$ cat src/rtl/mem_stage_if.sv
// Execute-to-memory, SRAM/multiplier return and memory-to-write-back signals of the mem stage.
// Master is the surrounding pipeline; slave is the mem stage itself.
interface mem_stage_if;
  logic         mem_allowin;
  logic         ex_to_mem_valid;
  logic [109:0] ex_to_mem_wire;
  logic [31:0]  data_sram_rdata;
  logic [63:0]  mul_result;
  logic         wb_allowin;
  logic         mem_to_wb_valid;
  logic [69:0]  mem_to_wb_wire;
  logic [37:0]  mem_rf_zip;

  modport master (
    output ex_to_mem_valid, ex_to_mem_wire, data_sram_rdata, mul_result, wb_allowin,
    input  mem_allowin, mem_to_wb_valid, mem_to_wb_wire, mem_rf_zip
  );

  modport slave (
    input  ex_to_mem_valid, ex_to_mem_wire, data_sram_rdata, mul_result, wb_allowin,
    output mem_allowin, mem_to_wb_valid, mem_to_wb_wire, mem_rf_zip
  );
endinterface

$ cat src/rtl/mem_stage.sv
// Memory stage: registers the execute bus and forms the write-back value, one cycle of occupancy minimum.
// Stalls on wb_allowin = 0; late SRAM/multiplier data is captured in its fresh cycle so it survives stalls.
module mem_stage (
  input  logic        clk,
  input  logic        reset,
  mem_stage_if.slave  bus
);

  typedef struct packed {
    logic        rf_we;
    logic [4:0]  rf_waddr;
    logic [31:0] pc;
    logic [31:0] alu_result;
    logic        ld_b;
    logic        ld_bu;
    logic        ld_h;
    logic        ld_hu;
    logic        ld_w;
    logic        res_from_mul;
    logic        mul_h;
    logic        res_from_div;
    logic [31:0] div_result;
  } ex_bus_t;

  ex_bus_t     bus_q;
  logic        mem_valid;
  logic        fresh;
  logic [31:0] rdata_hold;
  logic [63:0] mul_hold;
  logic        mem_ready_go;
  logic        mem_allowin;

  assign mem_ready_go = 1'b1;
  assign mem_allowin  = ~mem_valid | bus.wb_allowin;

  always_ff @(posedge clk or posedge reset) begin
    if (reset) begin
      mem_valid  <= 1'b0;
      fresh      <= 1'b0;
      bus_q      <= '0;
      rdata_hold <= '0;
      mul_hold   <= '0;
    end else begin
      if (mem_allowin) begin
        mem_valid <= bus.ex_to_mem_valid;
      end
      if (bus.ex_to_mem_valid && mem_allowin) begin
        bus_q <= bus.ex_to_mem_wire;
        fresh <= 1'b1;
      end else begin
        fresh <= 1'b0;
      end
      // The SRAM and multiplier only drive valid data in the fresh cycle.
      if (fresh && mem_valid) begin
        rdata_hold <= bus.data_sram_rdata;
        mul_hold   <= bus.mul_result;
      end
    end
  end

  logic [31:0] rdata_eff;
  logic [63:0] mul_eff;
  logic [7:0]  ld_byte;
  logic [15:0] ld_half;
  logic [31:0] load_val;
  logic [31:0] mul_val;
  logic [31:0] final_result;
  logic        any_ld;

  assign rdata_eff = fresh ? bus.data_sram_rdata : rdata_hold;
  assign mul_eff   = fresh ? bus.mul_result : mul_hold;
  assign ld_half   = bus_q.alu_result[1] ? rdata_eff[31:16] : rdata_eff[15:0];
  assign mul_val   = bus_q.mul_h ? mul_eff[63:32] : mul_eff[31:0];
  assign any_ld    = bus_q.ld_b | bus_q.ld_bu | bus_q.ld_h | bus_q.ld_hu | bus_q.ld_w;

  always_comb begin
    ld_byte = rdata_eff[7:0];
    case (bus_q.alu_result[1:0])
      2'd0: ld_byte = rdata_eff[7:0];
      2'd1: ld_byte = rdata_eff[15:8];
      2'd2: ld_byte = rdata_eff[23:16];
      2'd3: ld_byte = rdata_eff[31:24];
      default: ld_byte = rdata_eff[7:0];
    endcase
  end

  always_comb begin
    load_val = rdata_eff;
    if (bus_q.ld_b) begin
      load_val = {{24{ld_byte[7]}}, ld_byte};
    end else if (bus_q.ld_bu) begin
      load_val = {24'd0, ld_byte};
    end else if (bus_q.ld_h) begin
      load_val = {{16{ld_half[15]}}, ld_half};
    end else if (bus_q.ld_hu) begin
      load_val = {16'd0, ld_half};
    end
  end

  always_comb begin
    final_result = bus_q.alu_result;
    if (any_ld) begin
      final_result = load_val;
    end else if (bus_q.res_from_mul) begin
      final_result = mul_val;
    end else if (bus_q.res_from_div) begin
      final_result = bus_q.div_result;
    end
  end

  assign bus.mem_allowin     = mem_allowin;
  assign bus.mem_to_wb_valid = mem_valid & mem_ready_go;
  assign bus.mem_to_wb_wire  = {bus_q.rf_we, bus_q.rf_waddr, bus_q.pc, final_result};
  assign bus.mem_rf_zip      = {bus_q.rf_we & mem_valid, bus_q.rf_waddr, final_result};

endmodule
$ cat src/flat_wrapper.sv
// flat-port wrapper written by rule: the top's interface ports become plain ports
module mem_stage_flat 
  (clk, reset, bus_ex_to_mem_valid, bus_ex_to_mem_wire, bus_data_sram_rdata, bus_mul_result, bus_wb_allowin, bus_mem_allowin, bus_mem_to_wb_valid, bus_mem_to_wb_wire, bus_mem_rf_zip);
  mem_stage_if bus_i ();
  input  logic clk;
  input  logic reset;
  input wire logic [$bits(bus_i.ex_to_mem_valid)-1:0] bus_ex_to_mem_valid;
  input wire logic [$bits(bus_i.ex_to_mem_wire)-1:0] bus_ex_to_mem_wire;
  input wire logic [$bits(bus_i.data_sram_rdata)-1:0] bus_data_sram_rdata;
  input wire logic [$bits(bus_i.mul_result)-1:0] bus_mul_result;
  input wire logic [$bits(bus_i.wb_allowin)-1:0] bus_wb_allowin;
  output wire logic [$bits(bus_i.mem_allowin)-1:0] bus_mem_allowin;
  output wire logic [$bits(bus_i.mem_to_wb_valid)-1:0] bus_mem_to_wb_valid;
  output wire logic [$bits(bus_i.mem_to_wb_wire)-1:0] bus_mem_to_wb_wire;
  output wire logic [$bits(bus_i.mem_rf_zip)-1:0] bus_mem_rf_zip;
  assign bus_i.ex_to_mem_valid = bus_ex_to_mem_valid;
  assign bus_i.ex_to_mem_wire = bus_ex_to_mem_wire;
  assign bus_i.data_sram_rdata = bus_data_sram_rdata;
  assign bus_i.mul_result = bus_mul_result;
  assign bus_i.wb_allowin = bus_wb_allowin;
  assign bus_mem_allowin = bus_i.mem_allowin;
  assign bus_mem_to_wb_valid = bus_i.mem_to_wb_valid;
  assign bus_mem_to_wb_wire = bus_i.mem_to_wb_wire;
  assign bus_mem_rf_zip = bus_i.mem_rf_zip;
  mem_stage u_core (.clk(clk), .reset(reset), .bus(bus_i));
endmodule
$ cat config.mk
export PLATFORM = sky130hd
export DESIGN_NAME = mem_stage_flat
export DESIGN_NICKNAME = d
export VERILOG_FILES = /design/src/rtl/mem_stage_if.sv /design/src/rtl/mem_stage.sv /design/src/flat_wrapper.sv
export SDC_FILE = /design/constraint.sdc
export NUM_CORES = 1
export LEC_CHECK = 0
export BUFFER_PORTS_ARGS = -buffer_cell sky130_fd_sc_hd__buf_2
export CORE_MARGIN = 8
export CORE_UTILIZATION = 35
export DETAILED_ROUTE_END_ITERATION = 10
export SYNTH_ARGS = -nofsm -noshare
export SYNTH_HDL_FRONTEND = slang
export SYNTH_SLANG_ARGS = --single-unit
$ cat constraint.sdc
create_clock -name clk -period 7.01 [get_ports clk]
set_input_delay 1.7525 -clock clk [delete_from_list [all_inputs] [get_ports clk]]
set_output_delay 1.7525 -clock clk [all_outputs]
set_load 0.01 [all_outputs]
======== After elaboration in Yosys (flattened, before gate mapping) ========
Index checks and enable logic that the tools add are counted.
operators by class
  eq/ne operators ......................... 3
  multiplexer cells ....................... 13
  bitwise logic cells ..................... 7
  reductions and logical operators ........ 3
operators by type and width
  kind                                                              count
  32-bit 2-to-1 mux                                                 9
  64-bit 2-to-1 mux                                                 1
  8-bit case mux with 4 select lines                                1
  16-bit 2-to-1 mux                                                 1
  1-bit bitwise OR                                                  5
  2-bit == test (second input constant)                             2
  2-bit by 1-bit == test with 1-bit output (second input constant)  1
  1-bit logical AND                                                 2
  2-bit zero test                                                   1
  1-bit bitwise AND                                                 1
  1-bit 2-to-1 mux                                                  1
  1-bit inverter                                                    1
storage, ports and cells
  flip-flop bits (word level) ............. 208
  input port bits ......................... 210
  word-level logic and storage cells ...... 43

======== Depth between registers and ports, before layout ========
Gate-level depths: netlist of run 1.
  depth in word-level cells ............... 7
  depth in mapped cells ................... 8

======== Least setup slack after synthesis of run 1 ========
OpenSTA, ideal clock, no wires.
  path type ............................... input -> output
  start point ............................. input bus_data_sram_rdata[31]
  end point ............................... output bus_mem_to_wb_wire[21]
  arrival ................................. 3235 ps
  setup slack ............................. 2022 ps
  cell stages on the path ................. 6
  buffers on the path ..................... 2
  cell sequence ........................... mux2_4 mux4_2 a2bb2oi_4 buf_6 o211ai_1 buf_4
on the way
  cells in the longest elaborated chain, start to end .. 6
  elaborated cells between the ends (all ways) .. 7
  classes of those cells .................. mux: 7
RTL lines
  element                RTL line            text
  start, declared        flat_wrapper.sv:9   input wire logic [$bits(bus_i.data_sram_rdata)-1:0] bus_data_sram_rdata;
  32-bit 2-to-1 mux (*)  mem_stage.sv:70     assign rdata_eff = fresh ? bus.data_sram_rdata : rdata_hold;
  16-bit 2-to-1 mux      mem_stage.sv:72     assign ld_half = bus_q.alu_result[1] ? rdata_eff[31:16] : rdata_eff[15:0];
  32-bit 2-to-1 mux      mem_stage.sv:93     end else if (bus_q.ld_h) begin
  32-bit 2-to-1 mux      mem_stage.sv:91     end else if (bus_q.ld_bu) begin
  32-bit 2-to-1 mux (*)  mem_stage.sv:89     if (bus_q.ld_b) begin
  32-bit 2-to-1 mux (*)  mem_stage.sv:102    if (any_ld) begin
  end, declared          flat_wrapper.sv:14  output wire logic [$bits(bus_i.mem_to_wb_wire)-1:0] bus_mem_to_wb_wire;
Mark *: on every way between the ends. The rest lies on a longest branch, timed or not.

======== Worst setup path after layout of run 1 ========
  start point ............................. input bus_data_sram_rdata[23]
  end point ............................... output bus_mem_to_wb_wire[31]
on the way
  cells in the longest elaborated chain, start to end .. 4
RTL lines
  element                             RTL line          text
  32-bit 2-to-1 mux                   mem_stage.sv:70
  8-bit case mux with 4 select lines  mem_stage.sv:78   case (bus_q.alu_result[1:0])
  32-bit 2-to-1 mux                   mem_stage.sv:89
  32-bit 2-to-1 mux                   mem_stage.sv:102
No other way between the ends.

==> impl_summary.log, run 1 <==
[metrics] status: completed
[metrics] worst endpoint required time: 5260 ps
[metrics] number of cells produced by synthesis: 811
[metrics] Sum Neg Setup Slack: 0 ps
[metrics] aggregate global-route resource usage: 0.167
[metrics] achievable clock frequency: 185 MHz
[metrics] count of maximum capacitance violations: 0
[metrics] initial core utilization: 0.357
[metrics] share of the core filled with cells in the final layout: 0.428
[metrics] r2r endpoint: u_core.mul_hold[16]$_DFFE_PP0P_
[metrics] share of final-layout standard cells stronger than drive strength 1: 0.639
[metrics] height of the die: 193 um
[metrics] wire length of the first global-routing pass: 47,300 um
[metrics] number of H-tree branching levels: 1
[metrics] cell family with most CP delay: multiplexers
[metrics] crit-path cells: buf_2, mux2_4, mux4_2, a2bb2oi_4, o211ai_1, buf_2
[metrics] Hold Vio Cnt, Final: 0
[metrics] startpoint of the worst register-to-register path: u_core.fresh$_DFF_PP0_
[metrics] most common library cell in the layout ignoring fill and taps: sky130_fd_sc_hd__buf_2
[metrics] non-filler cells in the finished layout: 1,453
[metrics] relative slew slack: 0.227
[metrics] instance count after placement with tap cells included: 1,406
[metrics] final wirelength: 32,300 um
[metrics] clk_skew: 14.3 ps
[metrics] clock root buffer master: sky130_fd_sc_hd__clkbuf_16
[metrics] number of buffers and inverters on the critical path: 2
[metrics] area growth from synthesis to layout: 20.0%
[metrics] longest individual stage delay on the worst path: 530 ps
[metrics] transition time at the pin with the least slew margin: 1160 ps
[metrics] per-instance average area after synthesis: 13.5 um2
[metrics] Syn Nets: 1,021
[metrics] DRC errors left: 0
[metrics] clock insertion delay at the later pin of the skew report: 530 ps
[metrics] Unique masters post-synth: 31
[metrics] top library cells by usage in the layout, fill and taps aside: sky130_fd_sc_hd__buf_2, sky130_fd_sc_hd__mux2_2, sky130_fd_sc_hd__dfrtp_1
[metrics] classification of the worst setup path: in2out
[metrics] number of cells traversed by the worst hold path: 1
[metrics] count of nets after finishing: 1,247
[metrics] gpl congestion: 0.815
[metrics] number of cells upsized or downsized after cts: 0
[metrics] CTS Buf Count: 25
[metrics] area of the die: 37,200 um2
[metrics] drt initial violations: 236
[metrics] P_int: 2.70 mW
[metrics] core outline area: 30,700 um2
[metrics] fin. max-slew vios: 0
[metrics] vias post-DR: 7,346
[metrics] detailed-routing iteration count for the pre-antenna-repair pass: 4
[metrics] final number of setup-violating endpoints: 0
[metrics] Setup Fix Bufs, Post-CTS: 0
[metrics] number of antenna violations at the first check in global routing: 7
[metrics] floorplan die width: 193 um
[metrics] type of the worst min-delay path: reg2reg
[metrics] category of the worst setup path capture point: output port
[metrics] FF-to-FF setup slack: 3910 ps
[metrics] CP startpoint kind: primary input
[metrics] worst supply voltage drop on vdd: 0.162 mV
[metrics] Sw Share: 0.305
[metrics] clock tree from TritonCTS: built
[metrics] fraction of power consumed by the clock network: 0.324
[metrics] hold buffer count at cts: 0
[metrics] area of the mapped netlist: 10,900 um2
[metrics] power dissipated by switching net loads: 1.19 mW
[metrics] async set-reset flop share out of synthesis: 1.00
[metrics] data arrival time of the worst path: 3660 ps
[metrics] hold path start: u_core.bus.mem_to_wb_wire[44]$_DFFE_PP0P_
[metrics] portion of the clock cycle consumed by the worst path in the final layout: 0.773
[metrics] Final ANT Viol Nets: 0
[metrics] clock transition time at the flip-flop clock pins of the worst setup and hold paths: 50 ps
[metrics] io pins: 320
[metrics] share of total power in sequential cells: 0.397
[metrics] Sinks on Clock Net: 208
[metrics] clock period minus worst slack: 5420 ps
[metrics] largest fanout on the critical path: 16
[metrics] Detail Placement HPWL: 23,900 um
[metrics] number of port buffers: 319
[metrics] pwr/cell area: 296 nW/um2
[metrics] number of cells on the worst reg-to-reg path: 4
[metrics] number of global-route vias before repair: 7,828
[metrics] share of power burned in combinational logic: 0.279
[metrics] cell type of the slowest stage on the worst timing path: sky130_fd_sc_hd__mux4_2
[metrics] Yosys Warn Count: 0
[metrics] maximum count of clock buffers along a single path: 3
[metrics] Crit path top cell by count: sky130_fd_sc_hd__buf_2
[metrics] Wirelength per Cell: 22.2 um
[metrics] end point of the most critical hold path: u_core.bus.mem_to_wb_wire[44]$_DFFE_PP0P_
[metrics] largest net degree at the start of global routing: 127
[metrics] total of flip-flops plus latches after synthesis: 208
[metrics] total overflow reported by the global router: 0
[metrics] unrepaired setup endpoints after global routing: no
[metrics] sequential area share after synthesis: 0.475
[metrics] commonest register cell after synthesis: sky130_fd_sc_hd__dfrtp_1
[metrics] routed via count divided by cell count: 5.06
[metrics] num rows: 64
[metrics] count of flip-flops with a built-in enable after synthesis: 0
[metrics] leakage power: 5.87 nW
cell usage after synthesis (2+ instances only):
| master | number | area [um2] |
|---|---|---|
| sky130_fd_sc_hd__mux2_4 | 2 | 30.0 |
| sky130_fd_sc_hd__nor2_1 | 21 | 78.8 |
| sky130_fd_sc_hd__and2_1 | 2 | 12.5 |
| sky130_fd_sc_hd__o211ai_1 | 33 | 248 |
| sky130_fd_sc_hd__mux2_2 | 259 | 2920 |
| sky130_fd_sc_hd__o22ai_1 | 4 | 25.0 |
| sky130_fd_sc_hd__dfrtp_1 | 208 | 5200 |
| sky130_fd_sc_hd__mux2i_1 | 41 | 410 |
| sky130_fd_sc_hd__or2_2 | 2 | 12.5 |
| sky130_fd_sc_hd__o211ai_2 | 3 | 37.5 |
| sky130_fd_sc_hd__nand2_1 | 31 | 116 |
| sky130_fd_sc_hd__nand2b_1 | 8 | 50.1 |
| sky130_fd_sc_hd__a2bb2oi_1 | 4 | 35.0 |
| sky130_fd_sc_hd__buf_6 | 2 | 22.5 |
| sky130_fd_sc_hd__a2111o_1 | 4 | 45.0 |
| sky130_fd_sc_hd__a21oi_1 | 10 | 50.1 |
| sky130_fd_sc_hd__buf_1 | 7 | 26.3 |
| sky130_fd_sc_hd__clkbuf_1 | 30 | 113 |
| sky130_fd_sc_hd__buf_2 | 14 | 70.1 |
| sky130_fd_sc_hd__a31oi_1 | 8 | 50.1 |
| sky130_fd_sc_hd__mux4_2 | 33 | 743 |
| sky130_fd_sc_hd__buf_4 | 76 | 571 |
how the worst max path moves through the flow:
| stage | startpoint | endpoint | slack (ps) | cells after the start |
|---|---|---|---|---|
| 2_1_floorplan | bus_data_sram_rdata[31] | bus_mem_to_wb_wire[21] | 2020 | 6 |
| 3_3_place_gp | bus_data_sram_rdata[23] | bus_mem_to_wb_wire[29] | 1540 | 6 |
| 3_5_place_dp | bus_data_sram_rdata[23] | bus_mem_to_wb_wire[31] | 1520 | 6 |
| 4_1_cts | bus_data_sram_rdata[23] | bus_mem_to_wb_wire[31] | 1530 | 6 |
| 5_1_grt | bus_data_sram_rdata[23] | bus_mem_to_wb_wire[31] | 1480 | 6 |
| 6_report | bus_data_sram_rdata[23] | bus_mem_to_wb_wire[31] | 1590 | 6 |
flip-flops by register name, indices dropped and copies added (netlist names):
name and count:
u_core.mul_hold 64, u_core.fresh 1, u_core.bus.mem_to_wb_valid 1, u_core.bus.mem_to_wb_wire 33, u_core.bus.mem_rf_zip 5, u_core.bus_q 72, u_core.rdata_hold 32
stage by stage:
stage	instance area, um2	total power [mW]	setup WS (ps)	hold WS (ps)
2_1_floorplan	11000	2.36	2020	474
3_3_place_gp	12300	2.65	1540	481
3_5_place_dp	12300	2.67	1520	487
4_1_cts	13100	3.96	1530	501
5_1_grt	13100	4.09	1480	504
6_report	13100	3.89	1590	498
worst reg2reg max path: cells and delay by family (launching register included):
family                 cells  cell delay [ps]
buffers and inverters      2             1120
muxes                      1              500
and+or+nand+nor            1              470
DFF                        1              900
routing by layer:
metal	up-vias	global-route usage	part of all wire
met5	-	0	0.0020
met4	10	0.0549	0.032
met3	53	0.0363	0.065
met2	239	0.272	0.47
met1	3681	0.218	0.43
li1	3363	-	-
cells by family after synthesis:
logic type | after synthesis | synth area share
muxes | 335 | 0.374
buffers and inverters | 130 | 0.0736
AOI/OAI and AO/OA | 69 | 0.0481
and+or+nand+nor | 69 | 0.0285
DFF | 208 | 0.475
power by group through the flow:
stage,Sequential [mW],Combinational [mW],Clock (mW)
2_1_floorplan,1.49,0.872,0
3_3_place_gp,1.56,1.09,0
3_5_place_dp,1.57,1.10,0
4_1_cts,1.55,1.11,1.30
5_1_grt,1.58,1.17,1.35
6_report,1.55,1.08,1.26
cell type report:
cell class                      instances  area [um2]
Fill cell                            2990       17500
Sequential cell                       208        5210
Multi-Input combinational cell        473        4950
Timing Repair Buffer                  328        1680
Clock buffer                           38         714
Tap cell                              396         495
Clock inverter                          8        76.3
Inverter                                1        7.51
Antenna cell                            1        2.50
Power figures use the tool's default switching activity.
==> inputs of run 2 (changes only) <==
clock period = 4.71 ns   (was 7.01 ns; I/O delays follow)
==> impl_summary.log, run 2 (same netlist as run 1, synthesis figures left out) <==
[metrics] Wirelength per Cell: 22.1 um
[metrics] category of the worst setup path capture point: output port
[metrics] top library cells by usage in the layout, fill and taps aside: sky130_fd_sc_hd__buf_2, sky130_fd_sc_hd__mux2_2, sky130_fd_sc_hd__dfrtp_1
[metrics] number of antenna violations at the first check in global routing: 7
[metrics] largest net degree at the start of global routing: 92
[metrics] Post-Place Worst Slack: 601 ps
[metrics] relative slew slack: 0.263
[metrics] Final ANT Viol Nets: 0
[metrics] number of port buffers: 319
[metrics] height of the die: 193 um
[metrics] io pins: 320
[metrics] num rows: 64
[metrics] aggregate global-route resource usage: 0.170
[metrics] hold buffer count at cts: 0
[metrics] portion of the clock cycle consumed by the worst path in the final layout: 0.910
[metrics] number of global-route vias before repair: 7,977
[metrics] Reg with most FFs: u_core.bus_q
[metrics] final number of setup-violating endpoints: 0
[metrics] number of H-tree branching levels: 1
[metrics] clock transition time at the flip-flop clock pins of the worst setup and hold paths: 60 ps
[metrics] floorplan die width: 193 um
[metrics] maximum count of clock buffers along a single path: 3
[metrics] Detail Placement HPWL: 24,400 um
[metrics] number of cells upsized or downsized after cts: 0
[metrics] non-filler cells in the finished layout: 1,459
[metrics] share of final-layout standard cells stronger than drive strength 1: 0.642
[metrics] end point of the most critical hold path: u_core.mul_hold[38]$_DFFE_PP0P_
[metrics] wire length of the first global-routing pass: 48,000 um
[metrics] classification of the worst setup path: reg2out
[metrics] number of cells on the worst reg-to-reg path: 4
[metrics] fin. max-slew vios: 0
[metrics] CP startpoint kind: register
[metrics] number of cells traversed by the worst hold path: 1
[metrics] Hold Vio Cnt, Final: 0
[metrics] area of the die: 37,200 um2
[metrics] startpoint of the worst register-to-register path: u_core.fresh$_DFF_PP0_
[metrics] Sinks on Clock Net: 208
[metrics] data arrival time of the worst path: 3110 ps
[metrics] hold path start: u_core.mul_hold[38]$_DFFE_PP0P_
[metrics] CTS Buf Count: 25
[metrics] area of the multi-input gates: 4950 um2
[metrics] gpl congestion: 0.811
[metrics] power dissipated by switching net loads: 1.75 mW
[metrics] worst endpoint required time: 3530 ps
[metrics] count of maximum capacitance violations: 0
[metrics] transition time at the pin with the least slew margin: 1110 ps
[metrics] status: completed
[metrics] unrepaired setup endpoints after global routing: no
[metrics] Sum Neg Setup Slack: 0 ps
[metrics] flip-flop count of the largest register after layout: 72
[metrics] FF-to-FF setup slack: 1840 ps
[metrics] clock period minus worst slack: 4280 ps
[metrics] clk_skew: 7.33 ps
[metrics] Sw Share: 0.299
[metrics] pwr/cell area: 442 nW/um2
[metrics] leakage power: 5.92 nW
[metrics] detailed-routing iteration count for the pre-antenna-repair pass: 4
[metrics] Setup Fix Bufs, Post-CTS: 0
[metrics] initial core utilization: 0.357
[metrics] r2r endpoint: u_core.mul_hold[61]$_DFFE_PP0P_
[metrics] area of all sequential standard cells: 5210 um2
[metrics] vias post-DR: 7,311
[metrics] achievable clock frequency: 233 MHz
[metrics] worst supply voltage drop on vdd: 0.308 mV
[metrics] P_int: 4.10 mW
[metrics] most common library cell in the layout ignoring fill and taps: sky130_fd_sc_hd__buf_2
[metrics] count of filler cells inserted in the layout: 2,904
[metrics] clock root buffer master: sky130_fd_sc_hd__clkbuf_16
[metrics] share of power burned in combinational logic: 0.282
[metrics] final wirelength: 32,200 um
[metrics] largest fanout on the critical path: 25
[metrics] fraction of power consumed by the clock network: 0.327
[metrics] clock tree from TritonCTS: built
[metrics] total overflow reported by the global router: 0
[metrics] routed via count divided by cell count: 5.01
[metrics] count of nets after finishing: 1,255
[metrics] drt initial violations: 276
[metrics] DRC errors left: 0
[metrics] core outline area: 30,700 um2
[metrics] share of total power in sequential cells: 0.391
[metrics] area growth from synthesis to layout: 20.8%
[metrics] type of the worst min-delay path: reg2reg
[metrics] instance count after placement with tap cells included: 1,414
[metrics] clock insertion delay at the later pin of the skew report: 520 ps
[metrics] least setup slack across all paths after layout: 425 ps
run 2: changes by cell type in the layout (fill, tap and decap cells not counted), sizes merged:
cell    before  now
buf        328  336
clkbuf      38   35
bufinv       1    3
diode        1    3
inv          2    0
clkinv       5    4
run 2: through the flow:
| stage | utilization | total power, mW | cell area [um2] | hold WS [ps] |
|---|---|---|---|---|
| 4_1_cts | 0.431 | 5.94 | 13200 | 500 |
| 5_1_grt | 0.431 | 6.15 | 13200 | 504 |
| 3_3_place_gp | 0.405 | 3.96 | 12400 | 480 |
| 6_report | 0.431 | 5.84 | 13200 | 498 |
| 2_1_floorplan | - | 3.52 | 11000 | 474 |
| 3_5_place_dp | 0.405 | 4.00 | 12400 | 487 |
run 2: how the worst max path moves through the flow:
stage / slack (ps) / startpoint / end / cells past startpoint
2_1_floorplan: 830 / reset / u_core.bus.mem_rf_zip[32]$_DFFE_PP0P_ / 1
3_3_place_gp: 630 / bus_data_sram_rdata[23] / bus_mem_to_wb_wire[31] / 7
3_5_place_dp: 600 / bus_data_sram_rdata[23] / bus_mem_rf_zip[31] / 7
4_1_cts: 340 / u_core.fresh$_DFF_PP0_ / bus_mem_rf_zip[31] / 6
5_1_grt: 280 / u_core.fresh$_DFF_PP0_ / bus_mem_to_wb_wire[31] / 6
6_report: 430 / u_core.fresh$_DFF_PP0_ / bus_mem_to_wb_wire[31] / 6
run 2: worst max-delay path, cell delays in order, from the launching register on:
cell and delay [ps]:
sky130_fd_sc_hd__dfrtp_4 790, sky130_fd_sc_hd__mux2_2 440, sky130_fd_sc_hd__mux4_2 520, sky130_fd_sc_hd__a2bb2oi_4 140, sky130_fd_sc_hd__buf_4 260, sky130_fd_sc_hd__o211ai_1 220
sky130_fd_sc_hd__buf_2 220
run 2: power by group through the flow:
stage / clock [mW] / combinational [mW] / sequential [mW]
after floorplan: 0 / 1.30 / 2.22
after global placement: 0 / 1.66 / 2.30
after detailed placement: 0 / 1.68 / 2.32
after CTS: 1.97 / 1.68 / 2.29
after global routing: 2.03 / 1.79 / 2.33
final: 1.91 / 1.65 / 2.29
run 2: cell type report:
cell class / instances / share of cell area
clock inverters: 7 / 0.00832
well taps: 396 / 0.0374
repair buffers: 336 / 0.133
multi-input cells: 473 / 0.374
clock buffers: 35 / 0.0516
flip-flops and latches: 208 / 0.394
diodes: 3 / 0.000567
inverters: 1 / 0.000567
run 2: routing by layer:
metal | share of wire | global-route usage | vias to the layer above | wire (um)
met2 | 0.48 | 0.280 | 239 | 15500
li1 | - | - | 3367 | -
met5 | 0.0015 | 0 | - | 49
met4 | 0.031 | 0.0555 | 8 | 1000
met3 | 0.071 | 0.0430 | 54 | 2300
met1 | 0.41 | 0.214 | 3643 | 13400
==> inputs of run 3 (changes only) <==
CORE_UTILIZATION = 48   (was 35)
CTS_CLUSTER_DIAMETER = 120   (was default)
GPL_ROUTABILITY_DRIVEN = 0   (was default)
PLACE_DENSITY = 0.78   (was default)
==> impl_summary.log, run 3 (same netlist as run 1, synthesis figures left out) <==
[metrics] clock insertion delay at the later pin of the skew report: 500 ps
[metrics] number of H-tree branching levels: 1
[metrics] height of the die: 167 um
[metrics] longest individual stage delay on the worst path: 720 ps
[metrics] vias post-DR: 7,404
[metrics] flip-flop count of the largest register after layout: 72
[metrics] final number of setup-violating endpoints: 0
[metrics] Sum Neg Setup Slack: 0 ps
[metrics] type of the worst min-delay path: reg2reg
[metrics] number of port buffers: 319
[metrics] CTS Buf Count: 24
[metrics] io pins: 320
[metrics] drt initial violations: 475
[metrics] unrepaired setup endpoints after global routing: no
[metrics] count of filler cells inserted in the layout: 1,838
[metrics] area growth from synthesis to layout: 19.6%
[metrics] count of maximum capacitance violations: 0
[metrics] clock tree from TritonCTS: built
[metrics] Wirelength per Cell: 22.7 um
[metrics] DRC errors left: 0
[metrics] share of the core filled with cells in the final layout: 0.582
[metrics] achievable clock frequency: 230 MHz
[metrics] portion of the clock cycle consumed by the worst path in the final layout: 0.923
[metrics] Hold Vio Cnt, Final: 0
[metrics] classification of the worst setup path: reg2out
[metrics] pwr/cell area: 447 nW/um2
[metrics] number of global-route vias before repair: 8,108
[metrics] floorplan die width: 167 um
[metrics] Setup Fix Bufs, Post-CTS: 0
[metrics] crit-path cells: mux2_2, mux4_2, a2bb2oi_4, o211ai_1, buf_2
[metrics] top library cells by usage in the layout, fill and taps aside: sky130_fd_sc_hd__buf_2, sky130_fd_sc_hd__mux2_2, sky130_fd_sc_hd__dfrtp_1
[metrics] Detail Placement HPWL: 22,600 um
[metrics] clk_skew: 9.31 ps
[metrics] clock period minus worst slack: 4350 ps
[metrics] data arrival time of the worst path: 3170 ps
[metrics] status: completed
[metrics] count of nets after finishing: 1,246
[metrics] cell type of the slowest stage on the worst timing path: sky130_fd_sc_hd__dfrtp_4
[metrics] share of final-layout standard cells stronger than drive strength 1: 0.647
[metrics] Sinks on Clock Net: 208
[metrics] wire length of the first global-routing pass: 46,700 um
[metrics] number of antenna violations at the first check in global routing: 9
[metrics] worst supply voltage drop on vdd: 0.310 mV
[metrics] leakage power: 5.91 nW
[metrics] worst endpoint required time: 3530 ps
[metrics] total overflow reported by the global router: 0
[metrics] routed via count divided by cell count: 5.51
[metrics] category of the worst setup path capture point: output port
[metrics] largest net degree at the start of global routing: 89
[metrics] fin. max-slew vios: 0
[metrics] number of cells upsized or downsized after cts: 0
[metrics] transition time at the pin with the least slew margin: 1090 ps
[metrics] most common library cell in the layout ignoring fill and taps: sky130_fd_sc_hd__buf_2
[metrics] clock root buffer master: sky130_fd_sc_hd__clkbuf_16
[metrics] num rows: 55
[metrics] largest fanout on the critical path: 20
[metrics] relative slew slack: 0.273
[metrics] initial core utilization: 0.487
[metrics] final wirelength: 30,500 um
[metrics] area of the die: 27,900 um2
[metrics] Final ANT Viol Nets: 0
[metrics] CP startpoint kind: register
[metrics] hold buffer count at cts: 0
[metrics] core outline area: 22,500 um2
[metrics] detailed-routing iteration count for the pre-antenna-repair pass: 4
[metrics] clock transition time at the flip-flop clock pins of the worst setup and hold paths: 70 ps
[metrics] aggregate global-route resource usage: 0.212
[metrics] Reg with most FFs: u_core.bus_q
[metrics] maximum count of clock buffers along a single path: 3
[run 3: cell count changes in the layout (fill, tap and decap cells not counted), sizes merged]
cell / previous run / this run
clkinv: 4 / 6
diode: 3 / 6
clkinvlp: 1 / 4
buf: 336 / 328
bufinv: 3 / 2
clkbuf: 35 / 32
[run 3: worst paths after layout]
check,end,start,cells past startpoint,slack [ps]
max,bus_mem_rf_zip[31],u_core.fresh$_DFF_PP0_,5,360
min,u_core.bus.mem_to_wb_wire[38]$_DFFE_PP0P_,u_core.bus.mem_to_wb_wire[38]$_DFFE_PP0P_,1,500
max reg2reg,u_core.mul_hold[62]$_DFFE_PP0P_,u_core.fresh$_DFF_PP0_,4,1980
min reg2reg,u_core.bus.mem_to_wb_wire[38]$_DFFE_PP0P_,u_core.bus.mem_to_wb_wire[38]$_DFFE_PP0P_,1,500
max in group asynchronous,u_core.fresh$_DFF_PP0_,reset,3,2870
min in group asynchronous,u_core.bus.mem_rf_zip[33]$_DFFE_PP0P_,reset,2,870
[run 3: metal layers]
layer	global-route usage	vias up	routed length (um)
met5	0	-	35
met4	0.0772	6	895
met3	0.0537	58	2180
met2	0.362	259	15200
met1	0.256	3729	12200
li1	-	3352	-
[run 3: final cells by class]
type | instances | area [um2] | area share
clock buffer | 32 | 722 | 0.0551
clock inverter | 11 | 113 | 0.00860
timing repair buffer | 328 | 1710 | 0.131
inverter | 1 | 7.51 | 0.000573
tap | 285 | 357 | 0.0272
antenna | 6 | 15.0 | 0.00115
multi-input combinational | 473 | 4950 | 0.378
sequential | 208 | 5210 | 0.398
[run 3: where the power goes]
group          internal [mW]  switching [mW]
clock network           1.18           0.740
registers               2.09           0.219
logic                  0.837           0.781
total                   4.11            1.74
[run 3: metrics by stage]
step / hold slack (ps) / area [um2] / cells / power, mW / setup slack (ps)
5_1_grt: 508 / 13100 / 1344 / 6.13 / 227
3_5_place_dp: 487 / 12200 / 1295 / 3.97 / 451
4_1_cts: 501 / 13100 / 1338 / 5.92 / 350
2_1_floorplan: 474 / 11000 / 811 / 3.52 / 832
3_3_place_gp: 481 / 12200 / 1295 / 3.91 / 500
6_report: 500 / 13100 / 1344 / 5.85 / 364
[run 3: critical path: cells and delay by family, from the launching register on]
family                 cells  cell delay (ps)
flip-flops                 1              720
multiplexers               2              940
buffers and inverters      1              220
AO/OA/AOI/OAI              2              770
